[src/rtl/ave8_thresh.sv]
// rtl/ave8_thresh.sv - hysteresis level detector sampling the ave8 output once per frame (optional AVE8_THRESH_PEAK_EN)
module ave8_thresh #(
    parameter logic [7:0] HI_TH  = 8'hC0,
    parameter logic [7:0] LO_TH  = 8'h40,
    parameter int         SETTLE = 8,
    parameter int         CNT_W  = 16
) (
    input  logic             CLOCK,
    input  logic             RESET,
    input  logic [7:0]       avg_in,
    input  logic             clr_cnt,
    output logic             det_level,
    output logic             det_rise,
    output logic             det_fall,
    output logic [CNT_W-1:0] event_cnt,
    output logic [7:0]       peak_val
);

    typedef enum logic [1:0] {
        ST_SETTLE = 2'd0,
        ST_LOW    = 2'd1,
        ST_HIGH   = 2'd2
    } state_t;

    localparam logic [7:0]       SETTLE_LAST = 8'(SETTLE - 1);
    localparam logic [CNT_W-1:0] CNT_MAX     = '1;

    // Illegal configurations are reported at elaboration, before any clock runs.
    if ((LO_TH >= HI_TH) || (SETTLE < 1) || (SETTLE > 255)) begin : g_bad_params
        $error("ave8_thresh: illegal parameters (need LO_TH < HI_TH and 1 <= SETTLE <= 255)");
    end

    state_t     state, state_nxt;
    logic [1:0] ph;
    logic [7:0] settle_cnt, settle_nxt;
    logic       smp;
    logic       rise_nxt, fall_nxt;

    // ph==0 lines up with the ave8 frame slot where a fresh average first appears.
    assign smp = (ph == 2'd0);

    // State register, frame phase and settle counter.
    always_ff @(posedge CLOCK) begin
        if (RESET) begin
            state      <= ST_SETTLE;
            ph         <= 2'd0;
            settle_cnt <= 8'd0;
        end else begin
            state      <= state_nxt;
            ph         <= ph + 2'd1;
            settle_cnt <= settle_nxt;
        end
    end

    // Next-state logic; only strobe cycles can move the detector.
    always_comb begin
        state_nxt  = state;
        settle_nxt = settle_cnt;
        rise_nxt   = 1'b0;
        fall_nxt   = 1'b0;
        if (smp) begin
            case (state)
                ST_SETTLE: begin
                    // The strobe that ends the settle window still discards its sample.
                    settle_nxt = settle_cnt + 8'd1;
                    if (settle_cnt == SETTLE_LAST) begin
                        state_nxt = ST_LOW;
                    end
                end
                ST_LOW: begin
                    if (avg_in >= HI_TH) begin
                        state_nxt = ST_HIGH;
                        rise_nxt  = 1'b1;
                    end
                end
                ST_HIGH: begin
                    if (avg_in <= LO_TH) begin
                        state_nxt = ST_LOW;
                        fall_nxt  = 1'b1;
                    end
                end
                default: state_nxt = ST_SETTLE;
            endcase
        end
    end

    // Registered outputs and the saturating rise counter; clear beats increment.
    always_ff @(posedge CLOCK) begin
        if (RESET) begin
            det_level <= 1'b0;
            det_rise  <= 1'b0;
            det_fall  <= 1'b0;
            event_cnt <= '0;
        end else begin
            det_level <= (state_nxt == ST_HIGH);
            det_rise  <= rise_nxt;
            det_fall  <= fall_nxt;
            if (clr_cnt) begin
                event_cnt <= '0;
            end else if (rise_nxt && (event_cnt != CNT_MAX)) begin
                event_cnt <= event_cnt + 1'b1;
            end
        end
    end

`ifdef AVE8_THRESH_PEAK_EN
    logic [7:0] peak_q;

    // Peak restarts at the rising sample and tracks the max while HIGH; holds through LOW.
    always_ff @(posedge CLOCK) begin
        if (RESET) begin
            peak_q <= 8'h00;
        end else if (rise_nxt) begin
            peak_q <= avg_in;
        end else if (smp && (state == ST_HIGH) && (avg_in > peak_q)) begin
            peak_q <= avg_in;
        end
    end

    assign peak_val = peak_q;
`else
    assign peak_val = 8'h00;
`endif

endmodule

[config.mk]
export PLATFORM = sky130hd
export DESIGN_NAME = ave8_thresh
export DESIGN_NICKNAME = d
export VERILOG_FILES = /design/src/rtl/ave8_thresh.sv
export SDC_FILE = /design/constraint.sdc
export NUM_CORES = 1
export LEC_CHECK = 0
export ABC_CLOCK_PERIOD_IN_PS = 3100
export BUFFER_PORTS_ARGS = -buffer_cell sky130_fd_sc_hd__buf_4
export CAP_MARGIN = 20
export CORE_MARGIN = 2
export CORE_UTILIZATION = 28
export CTS_CLUSTER_SIZE = 10
export DETAILED_ROUTE_END_ITERATION = 10
export REMOVE_ABC_BUFFERS = 1
export SLEW_MARGIN = 10
export SYNTH_ARGS = -nofsm -noshare
export SYNTH_HDL_FRONTEND = slang
export SYNTH_SLANG_ARGS = --single-unit
[constraint.sdc]
create_clock -name CLOCK -period 3.1 [get_ports CLOCK]
set_input_delay 0.155 -clock CLOCK [delete_from_list [all_inputs] [get_ports CLOCK]]
set_output_delay 0.155 -clock CLOCK [all_outputs]
set_load 0.02 [all_outputs]
==> flow_metrics.env, run 1 <==
export IMPL_timing_final_crit_share=0.6321
export IMPL_crit_family="simple AND/OR/NAND/NOR gates"
export IMPL_leakage_uw=0.0007371
export IMPL_syn_to_final_growth_pct=21.87
export IMPL_critPathLaunchType="flip-flop"
export IMPL_rsz0062_at_grt="false"
export IMPL_synth_cell_types=44
export IMPL_fin_total_pwr_uw=790.7
export IMPL_n_antenna_cell=0
export IMPL_p_per_area_nw_per_um2=413.8
export IMPL_antenna_found_initial=0
export IMPL_synth_top_flop_cell="dfxtp_1"
export IMPL_grt_pass1_wl_um=5685
export IMPL_grt_pass1_vias=1255
export IMPL_drtPass1Iterations=4
export IMPL_cp_slowest_cell="nor4_2"
export IMPL_clockBufferDepth=2
export IMPL_criticalPathCategory="reg2reg"
export IMPL_fill_cells=587
export IMPL_wire_per_inst_um=12.20
export IMPL_period_needed_ns=1.960
export IMPL_core_area_um2=5473
export IMPL_clock_skew_final_ns=0.007910
export IMPL_clkTransAtPathRegs_ns=0.07
export IMPL_postCtsHoldBufs=0
export IMPL_grt_max_degree=19
export IMPL_post_cts_buffers=0
export IMPL_synthMostInstantiatedCell="dfxtp_1"
export IMPL_hp_class="in2reg"
export IMPL_critPathRequiredTime_ns=3.28
export IMPL_drt_iter0_markers=46
export IMPL_cts_tree="yes"
export IMPL_die_w_um=78.83
export IMPL_ys_seq_area_frac=0.3958
export IMPL_drv_slew=0
export IMPL_place_hpwl_um=2470
export IMPL_portBuffers=29
export IMPL_rows=27
export IMPL_status="completed"
export IMPL_dieHeight_um=78.83
export IMPL_max_stage_delay_ns=0.66
export IMPL_track_usage=0.1177
export IMPL_layout_drive_gt1_share=0.2067
export IMPL_cts_buffers=5
export IMPL_via_per_inst=4.921
export IMPL_yosysWarnings=0
export IMPL_io_pins=38
export IMPL_worst_pin_slew_ns=0.8264
export IMPL_drc=0
export IMPL_cts_root_buf="clkbuf_8"
export IMPL_arrival_ns=2.14
export IMPL_worstPathCellList="nand4_2, nor4_2, buf_4, nor3b_1, o21a_1"
export IMPL_synth_seq_cells=31
export IMPL_tns_ns=0
export IMPL_ctsHtreeMaxLevel=2
export IMPL_hold_violations=0
export IMPL_syn_cell_area_um2=1568
export IMPL_synth_top_cell_by_area="dfxtp_1"
export IMPL_ir_worst_vdd_v=0.0003015
export IMPL_gp_congestion=0.7990
export IMPL_relSlewSlack=0.4440
export IMPL_cts_sinks=31
export IMPL_gr_total_overflow=0
export IMPL_die_area_um2=6213
export IMPL_nets=222
export IMPL_cap_violations=0
export IMPL_path_buf_inv=1
export IMPL_synth_edf_count=0
export IMPL_setup_violations=0
export IMPL_postSynth_asyncResetShare=0
export IMPL_fmax_ghz=0.5103
export IMPL_vias=1378
export IMPL_cp_max_fo=11
export IMPL_synth_top_area_share=0.3958
export IMPL_endpoint_kind="flip-flop"
export IMPL_start_util=0.2865
export IMPL_synth_area_leaders="dfxtp_1 (40%), or4_1 (4.8%), o31ai_1 (4.3%)"
export IMPL_synth_cells=178
export IMPL_wl_um=3415
export IMPL_cts_resized=0
export IMPL_avgSynthCellArea_um2=8.808
export IMPL_drt_antenna_violating_nets=0
export IMPL_synthTopCellsByCount="dfxtp_1 (31), nor2_1 (13), nand2_1 (12)"
export IMPL_insertion_delay_ns=0.29
layer usage:
layer,vias to the layer above,track usage,share of wire
li1,701,-,-
met1,643,0.1455,0.49
met2,25,0.1880,0.45
met3,9,0.03409,0.043
met4,0,0.05690,0.017
met5,-,0,0
layout by cell type, fill, tap and decap left out, drive strengths merged, types with 7 or more instances in the layout:
master,instances
conb,8
buf,30
or4,10
a21oi,10
o31ai,9
inv,7
nand3,9
nor2,13
nand2,12
dfxtp,31
area by class of cell:
cell class | instances | area (um2) | share of cell area
multi-input combinational | 133 | 860.8 | 0.4506
sequential | 31 | 620.6 | 0.3248
timing repair buffer | 30 | 225.2 | 0.1179
tap | 72 | 90.09 | 0.04715
clock buffer | 6 | 82.58 | 0.04322
inverter | 7 | 26.28 | 0.01375
clock inverter | 1 | 5.005 | 0.002620
per-stage QoR:
step / cell area (um2) / std cells / hold slack [ns] / util / worst slack [ns]
finish: 1911 / 280 / 0.1473 / 0.3491 / 1.141
global route: 1911 / 280 / 0.1491 / 0.3491 / 0.9872
global placement: 1823 / 273 / 0.4046 / 0.3331 / 1.218
floorplan: 1508 / 171 / 0.2217 / - / 1.173
CTS: 1911 / 280 / 0.1427 / 0.3491 / 1.167
detailed placement: 1823 / 273 / 0.4104 / 0.3331 / 1.184
power breakdown:
group	switching (uW)	internal, uW	total [uW]
registers	4.97	406	411
logic	32.7	23.5	56.2
clock network	149	174	323
total	187	604	791
tightest hold or removal path, delay by kind of cell:
family | cells | cell delay [ns]
simple gates | 1 | 0.09
mux | 1 | 0.05
buf+inv | 1 | 0.09
flip-flops by register name, summed over array words and instances (netlist names):
signal,count
det_level,1
event_cnt,16
ph,2
det_rise,1
settle_cnt,8
state,2
det_fall,1
path summary, 6_finish.rpt:
kind | end | startpoint | cells past startpoint | slack (ns)
hold / removal | event_cnt[15] | clr_cnt | 3 | 0.15
setup / recovery | event_cnt[1] | event_cnt[10] | 5 | 1.14
hold reg to reg | ph[0] | ph[0] | 1 | 0.42
setup reg to reg | event_cnt[1] | event_cnt[10] | 5 | 1.14
kinds of logic (layout without fill, tap and decap cells):
kind of cell    count (synthesis)  in the layout  synth area share
other cells                     1              8          0.002392
buf+inv                        21             44           0.07183
fa+ha+maj                       3              3           0.02395
compound gates                 33             33            0.1413
flops                          31             31            0.3959
mux                             3              3           0.01915
simple gates                   79             79            0.3065
xor+xnor                        7              7           0.03911
(Power assumes the default switching activity.)
==> run 2: changes to the inputs <==
Settings changed: ABC_AREA from default to 1, ABC_CLOCK_PERIOD_IN_PS 3100 to 1700.
Clock period 3.1 ns to 1.7 ns, I/O delays scaled along.
==> flow_metrics.env, run 2 <==
export IMPL_status="completed"
export IMPL_leakage_uw=0.0008988
export IMPL_synthTopCellsByCount="nand2_1 (81), nor2_1 (42), dfxtp_1 (31)"
export IMPL_fmax_ghz=0.6632
export IMPL_rsz0062_at_grt="false"
export IMPL_dieHeight_um=82.27
export IMPL_synth_top_family_by_area="simple AND/OR/NAND/NOR gates"
export IMPL_synthMostInstantiatedCell="nand2_1"
export IMPL_arrival_ns=1.72
export IMPL_syn_to_final_growth_pct=22.47
export IMPL_period_needed_ns=1.508
export IMPL_wl_um=3798
export IMPL_synth_top_area_share=0.3618
export IMPL_synth_top_flop_cell="dfxtp_1"
export IMPL_critPathRequiredTime_ns=1.91
export IMPL_met2WireLength_um=1723
export IMPL_postSynth_asyncResetShare=0
export IMPL_synth_cells=265
export IMPL_hold_path_startpoint="RESET"
export IMPL_worst_r2r_path_depth=8
export IMPL_vias=1675
export IMPL_via_per_inst=4.431
export IMPL_drv_slew=0
export IMPL_cts_tree="yes"
export IMPL_synth_area_leaders="dfxtp_1 (36%), nand2_1 (18%), nor2_1 (9.2%)"
export IMPL_clkTransAtPathRegs_ns=0.07
export IMPL_antenna_found_initial=0
export IMPL_routed_wl_met3_um=202
export IMPL_wire_per_inst_um=10.05
export IMPL_wl_met1_um=1824
export IMPL_layout_common_cells="nand2_1 (81), nor2_1 (42), buf_4 (37)"
export IMPL_min_path_cells=2
export IMPL_postCtsHoldBufs=0
export IMPL_synthAdderAreaFrac=0.02188
export IMPL_top_regs="event_cnt x16, settle_cnt x8"
export IMPL_layout_drive_gt1_share=0.1584
export IMPL_avgSynthCellArea_um2=6.473
export IMPL_tns_ns=0
export IMPL_rows=28
export IMPL_cp_max_fo=13
export IMPL_synthSimpleGateAreaFrac=0.3632
export IMPL_layout_commonest_cell="nand2_1"
export IMPL_final_util=0.3548
export IMPL_holdPathEnd="ph[0]"
export IMPL_synth_seq_cells=31
export IMPL_die_area_um2=6768
export IMPL_grt_pass1_wl_um=6417
export IMPL_r2r_slack_ns=0.19
export IMPL_synth_xor_area_frac=0.04595
export IMPL_endpoint_kind="flip-flop"
export IMPL_clockBufferDepth=2
export IMPL_synth_edf_count=0
export IMPL_start_util=0.2897
export IMPL_portBuffers=29
export IMPL_ctsHtreeMaxLevel=2
export IMPL_io_pins=38
export IMPL_syn_cell_area_um2=1715
export IMPL_synthMuxAreaShare=0
export IMPL_p_per_area_nw_per_um2=665.6
export IMPL_track_usage=0.1242
export IMPL_critPathLaunchType="flip-flop"
export IMPL_cts_root_buf="clkbuf_8"
export IMPL_die_w_um=82.27
export IMPL_setup_violations=0
export IMPL_dpl_instance_area_um2=2023
export IMPL_r2r_end="event_cnt[9]"
export IMPL_clock_skew_final_ns=0.004765
export IMPL_drt_iter0_markers=75
export IMPL_gr_total_overflow=0
export IMPL_topRoutingLayerUsed="met4"
export IMPL_final_area_um2=2101
export IMPL_synth_cell_types=24
export IMPL_hold_violations=0
export IMPL_ys_seq_area_frac=0.3618
export IMPL_ir_worst_vdd_v=0.0002667
export IMPL_nets=318
export IMPL_drc=0
export IMPL_grt_pass1_vias=1519
export IMPL_regMostFlops="event_cnt"
export IMPL_drt_antenna_violating_nets=0
export IMPL_cts_sinks=31
export IMPL_cap_violations=0
export IMPL_r2r_start="event_cnt[1]"
export IMPL_gp_congestion=0.7873
export IMPL_criticalPathCategory="reg2reg"
export IMPL_place_hpwl_um=2878
export IMPL_grt_max_degree=14
export IMPL_synth_top_cell_by_area="dfxtp_1"
export IMPL_cts_buffers=5
export IMPL_synth_compound_area_frac=0.08680
export IMPL_insertion_delay_ns=0.28
export IMPL_drtPass1Iterations=4
export IMPL_core_area_um2=5921
export IMPL_timing_final_crit_share=0.8869
export IMPL_largest_register_ffs=16
export IMPL_hp_class="in2reg"
export IMPL_yosysWarnings=0
export IMPL_n_antenna_cell=0
## run 2: cell count changes in the layout (fill, tap and decap cells not counted), moves of 5 or more
cell / before / now
buf_4: 30 / 37
or4_1: 10 / 0
nor2_1: 13 / 42
nand3_1: 8 / 13
a21oi_1: 10 / 18
nor4_1: 5 / 0
o21ai_0: 3 / 10
o31ai_1: 9 / 0
inv_1: 7 / 29
nand2_1: 12 / 81
## run 2: cell families (layout without fill, tap and decap cells)
kind of cell,after synthesis,in the layout
simple gates,150,150
buf+inv,42,73
flops,31,31
fa+ha+maj,3,3
other cells,1,8
compound gates,29,29
xor+xnor,9,9
## run 2: power breakdown
group / internal, uW / switching (uW) / total [uW]
sequential: 741 / 9.81 / 751
combinational: 40.6 / 70.1 / 111
clock: 273 / 264 / 537
total: 1050 / 344 / 1400
## run 2: worst max path at each step
| stage | from | to |
|---|---|---|
| 2_1_floorplan | event_cnt[1] | event_cnt[14] |
| 3_3_place_gp | ph[0] | event_cnt[0] |
| 3_5_place_dp | ph[0] | event_cnt[2] |
| 4_1_cts | ph[0] | event_cnt[2] |
| 5_1_grt | ph[0] | event_cnt[15] |
| 6_report | event_cnt[1] | event_cnt[9] |
## run 2: routing by layer
layer / GRT usage / up-vias
li1: - / 884
met1: 0.1452 / 747
met2: 0.2153 / 40
met3: 0.03152 / 4
met4: 0.05000 / 0
met5: 0 / -
## run 2: critical path: stages, from the launching register on
cell and delay (ns):
dfxtp_1 0.39, ha_1 0.19, nand3_1 0.14, inv_1 0.10, nand3_2 0.09, o21ai_2 0.12, buf_4 0.21, nand2_1 0.07
a21oi_1 0.13
## run 2: area by class of cell
cell class	count	area, um2
sequential	31	620.6
fill	684	3820
inverter	30	112.6
multi-input combinational	199	923.4
tap	75	93.84
clock buffer	6	72.57
timing repair buffer	37	277.8
## run 2: stage by stage
stage / instances / setup WS (ns) / total power [uW] / hold WS (ns)
CTS: 378 / 0.08170 / 1422 / 0.06601
global placement: 372 / 0.1475 / 876.2 / 0.3654
global route: 378 / 0.01092 / 1463 / 0.07363
finish: 378 / 0.1922 / 1398 / 0.06632
detailed placement: 372 / 0.09938 / 879.8 / 0.3640
floorplan: 260 / 0.07829 / 835.6 / 0.1517
## run 2: timing repair
item,4_1_cts,5_1_grt
gates resized for setup,0,1
endpoints found under the setup margin,0,13
buffers inserted,0,0
==> run 3: changes to the inputs <==
Settings changed: CELL_PAD_IN_SITES_DETAIL_PLACEMENT from default to 0, CELL_PAD_IN_SITES_GLOBAL_PLACEMENT from default to 2, CORE_MARGIN 2 to 8, CORE_UTILIZATION 28 to 25, PLACE_DENSITY_LB_ADDON from default to 0.1.
==> flow_metrics.env, run 3 (same netlist as run 2, synthesis figures left out) <==
export IMPL_pwr_share_clk=0.401
export IMPL_criticalPathCategory="reg2reg"
export IMPL_status="completed"
export IMPL_wl_met1_um=2475
export IMPL_hold_path_startpoint="RESET"
export IMPL_critPathRequiredTime_ns=1.87
export IMPL_regMostFlops="event_cnt"
export IMPL_rows=30
export IMPL_fin_cells=396
export IMPL_gp_congestion=0.7161
export IMPL_die_area_um2=9768
export IMPL_cp_max_fo=13
export IMPL_clockBufferDepth=2
export IMPL_gr_total_overflow=0
export IMPL_period_needed_ns=1.587
export IMPL_leakage_uw=0.0009700
export IMPL_core_area_um2=6719
export IMPL_p_sw_frac=0.2603
export IMPL_syn_to_final_growth_pct=29.91
export IMPL_power_frac_comb=0.080
export IMPL_insertion_delay_ns=0.28
export IMPL_topRoutingLayerUsed="met4"
export IMPL_layout_commonest_cell="nand2_1"
export IMPL_final_util=0.3317
export IMPL_layout_common_cells="nand2_1 (79), buf_4 (46), nor2_1 (41)"
export IMPL_fmax_ghz=0.6303
export IMPL_worst_r2r_path_depth=9
export IMPL_cap_violations=0
export IMPL_drv_slew=0
export IMPL_dieHeight_um=98.84
export IMPL_portBuffers=29
export IMPL_drtPass1Iterations=4
export IMPL_grt_pass1_vias=1650
export IMPL_grt_pass1_wl_um=7893
export IMPL_vias=1683
export IMPL_ctsHtreeMaxLevel=2
export IMPL_antenna_found_initial=0
export IMPL_cts_sinks=31
export IMPL_p_per_area_nw_per_um2=648.8
export IMPL_met2WireLength_um=1968
export IMPL_critPathLaunchType="flip-flop"
export IMPL_place_hpwl_um=3587
export IMPL_layout_drive_gt1_share=0.2057
export IMPL_via_per_inst=4.250
export IMPL_die_w_um=98.84
export IMPL_postCtsHoldBufs=0
export IMPL_p_switching_uw=376.3
export IMPL_timing_final_crit_share=0.9332
export IMPL_grt_max_degree=14
export IMPL_drc=0
export IMPL_setup_worst_path_start="ph[0]"
export IMPL_intPower_uw=1069
export IMPL_rsz0062_at_grt="false"
export IMPL_cts_tree="yes"
export IMPL_hp_class="in2reg"
export IMPL_n_antenna_cell=0
export IMPL_seqPwrFrac=0.519
export IMPL_wire_per_inst_um=12.21
export IMPL_clkTransAtPathRegs_ns=0.07
export IMPL_top_regs="event_cnt x16, settle_cnt x8"
export IMPL_cts_buffers=5
export IMPL_tns_ns=0
export IMPL_drt_iter0_markers=51
export IMPL_min_path_cells=2
export IMPL_cts_root_buf="clkbuf_8"
export IMPL_setup_violations=0
export IMPL_track_usage=0.09979
export IMPL_largest_register_ffs=16
export IMPL_arrival_ns=1.76
export IMPL_start_util=0.2553
export IMPL_clock_skew_final_ns=0.006179
export IMPL_wl_um=4834
export IMPL_ir_worst_vdd_v=0.0002418
export IMPL_endpoint_kind="flip-flop"
export IMPL_dpl_cell_count=385
export IMPL_hold_violations=0
export IMPL_nets=329
export IMPL_io_pins=38
export IMPL_r2r_start="ph[0]"
export IMPL_drt_antenna_violating_nets=0
export IMPL_routed_wl_met3_um=350
==> run 3: cell type report <==
class / instances / area [um2]
fillers: 767 / 4491
clock inverters: 2 / 12.51
inverters: 30 / 112.6
clock buffers: 6 / 72.57
repair buffers: 47 / 365.4
well taps: 80 / 100.1
multi-input cells: 200 / 944.7
flip-flops and latches: 31 / 620.6
==> run 3: worst paths after layout <==
path	to	slack, ns
worst min register to register	ph[0]	0.41
worst max-delay path	event_cnt[1]	0.11
worst min-delay path	settle_cnt[5]	0.07
worst max register to register	event_cnt[1]	0.11
==> run 3: per-layer routing <==
layer | GRT usage | up-vias
li1 | - | 910
met1 | 0.1279 | 727
met2 | 0.1492 | 42
met3 | 0.03594 | 4
met4 | 0.03542 | 0
met5 | 0 | -
==> run 3: repair_timing <==
action / 4_1_cts / 5_1_grt
endpoints found under the setup margin: 6 / 14
gates resized for setup: 1 / 5
pin swaps: 0 / 2
buffers inserted: 0 / 2
gates cloned: 0 / 1
==> run 3: through the flow <==
stage / setup slack (ns) / hold WS [ns] / total power (uW) / instance area, um2
after global placement: 0.05513 / 0.3749 / 883.7 / 2102
after floorplan: 0.07829 / 0.1517 / 835.6 / 1652
after CTS: 0.03242 / 0.06291 / 1471 / 2192
after global routing: 0.002053 / 0.07014 / 1520 / 2228
after detailed placement: 0.006781 / 0.3729 / 882.1 / 2102
final: 0.1135 / 0.06764 / 1446 / 2228
==> run 3: worst max-delay path: stages (launching register included) <==
cell,delay (ns)
dfxtp_1,0.31
inv_1,0.05
ha_2,0.21
inv_2,0.07
nor3_4,0.30
buf_4,0.17
o21ai_2,0.06
buf_12,0.15
nor2_1,0.10
nor2_1,0.05
==> run 3: power groups by stage <==
stage / clock network (uW) / registers, uW / logic [uW]
floorplan: 0 / 765 / 70.6
global placement: 0 / 767 / 116
detailed placement: 0 / 767 / 115
CTS: 605 / 750 / 116
global route: 638 / 752 / 130
finish: 579 / 750 / 116
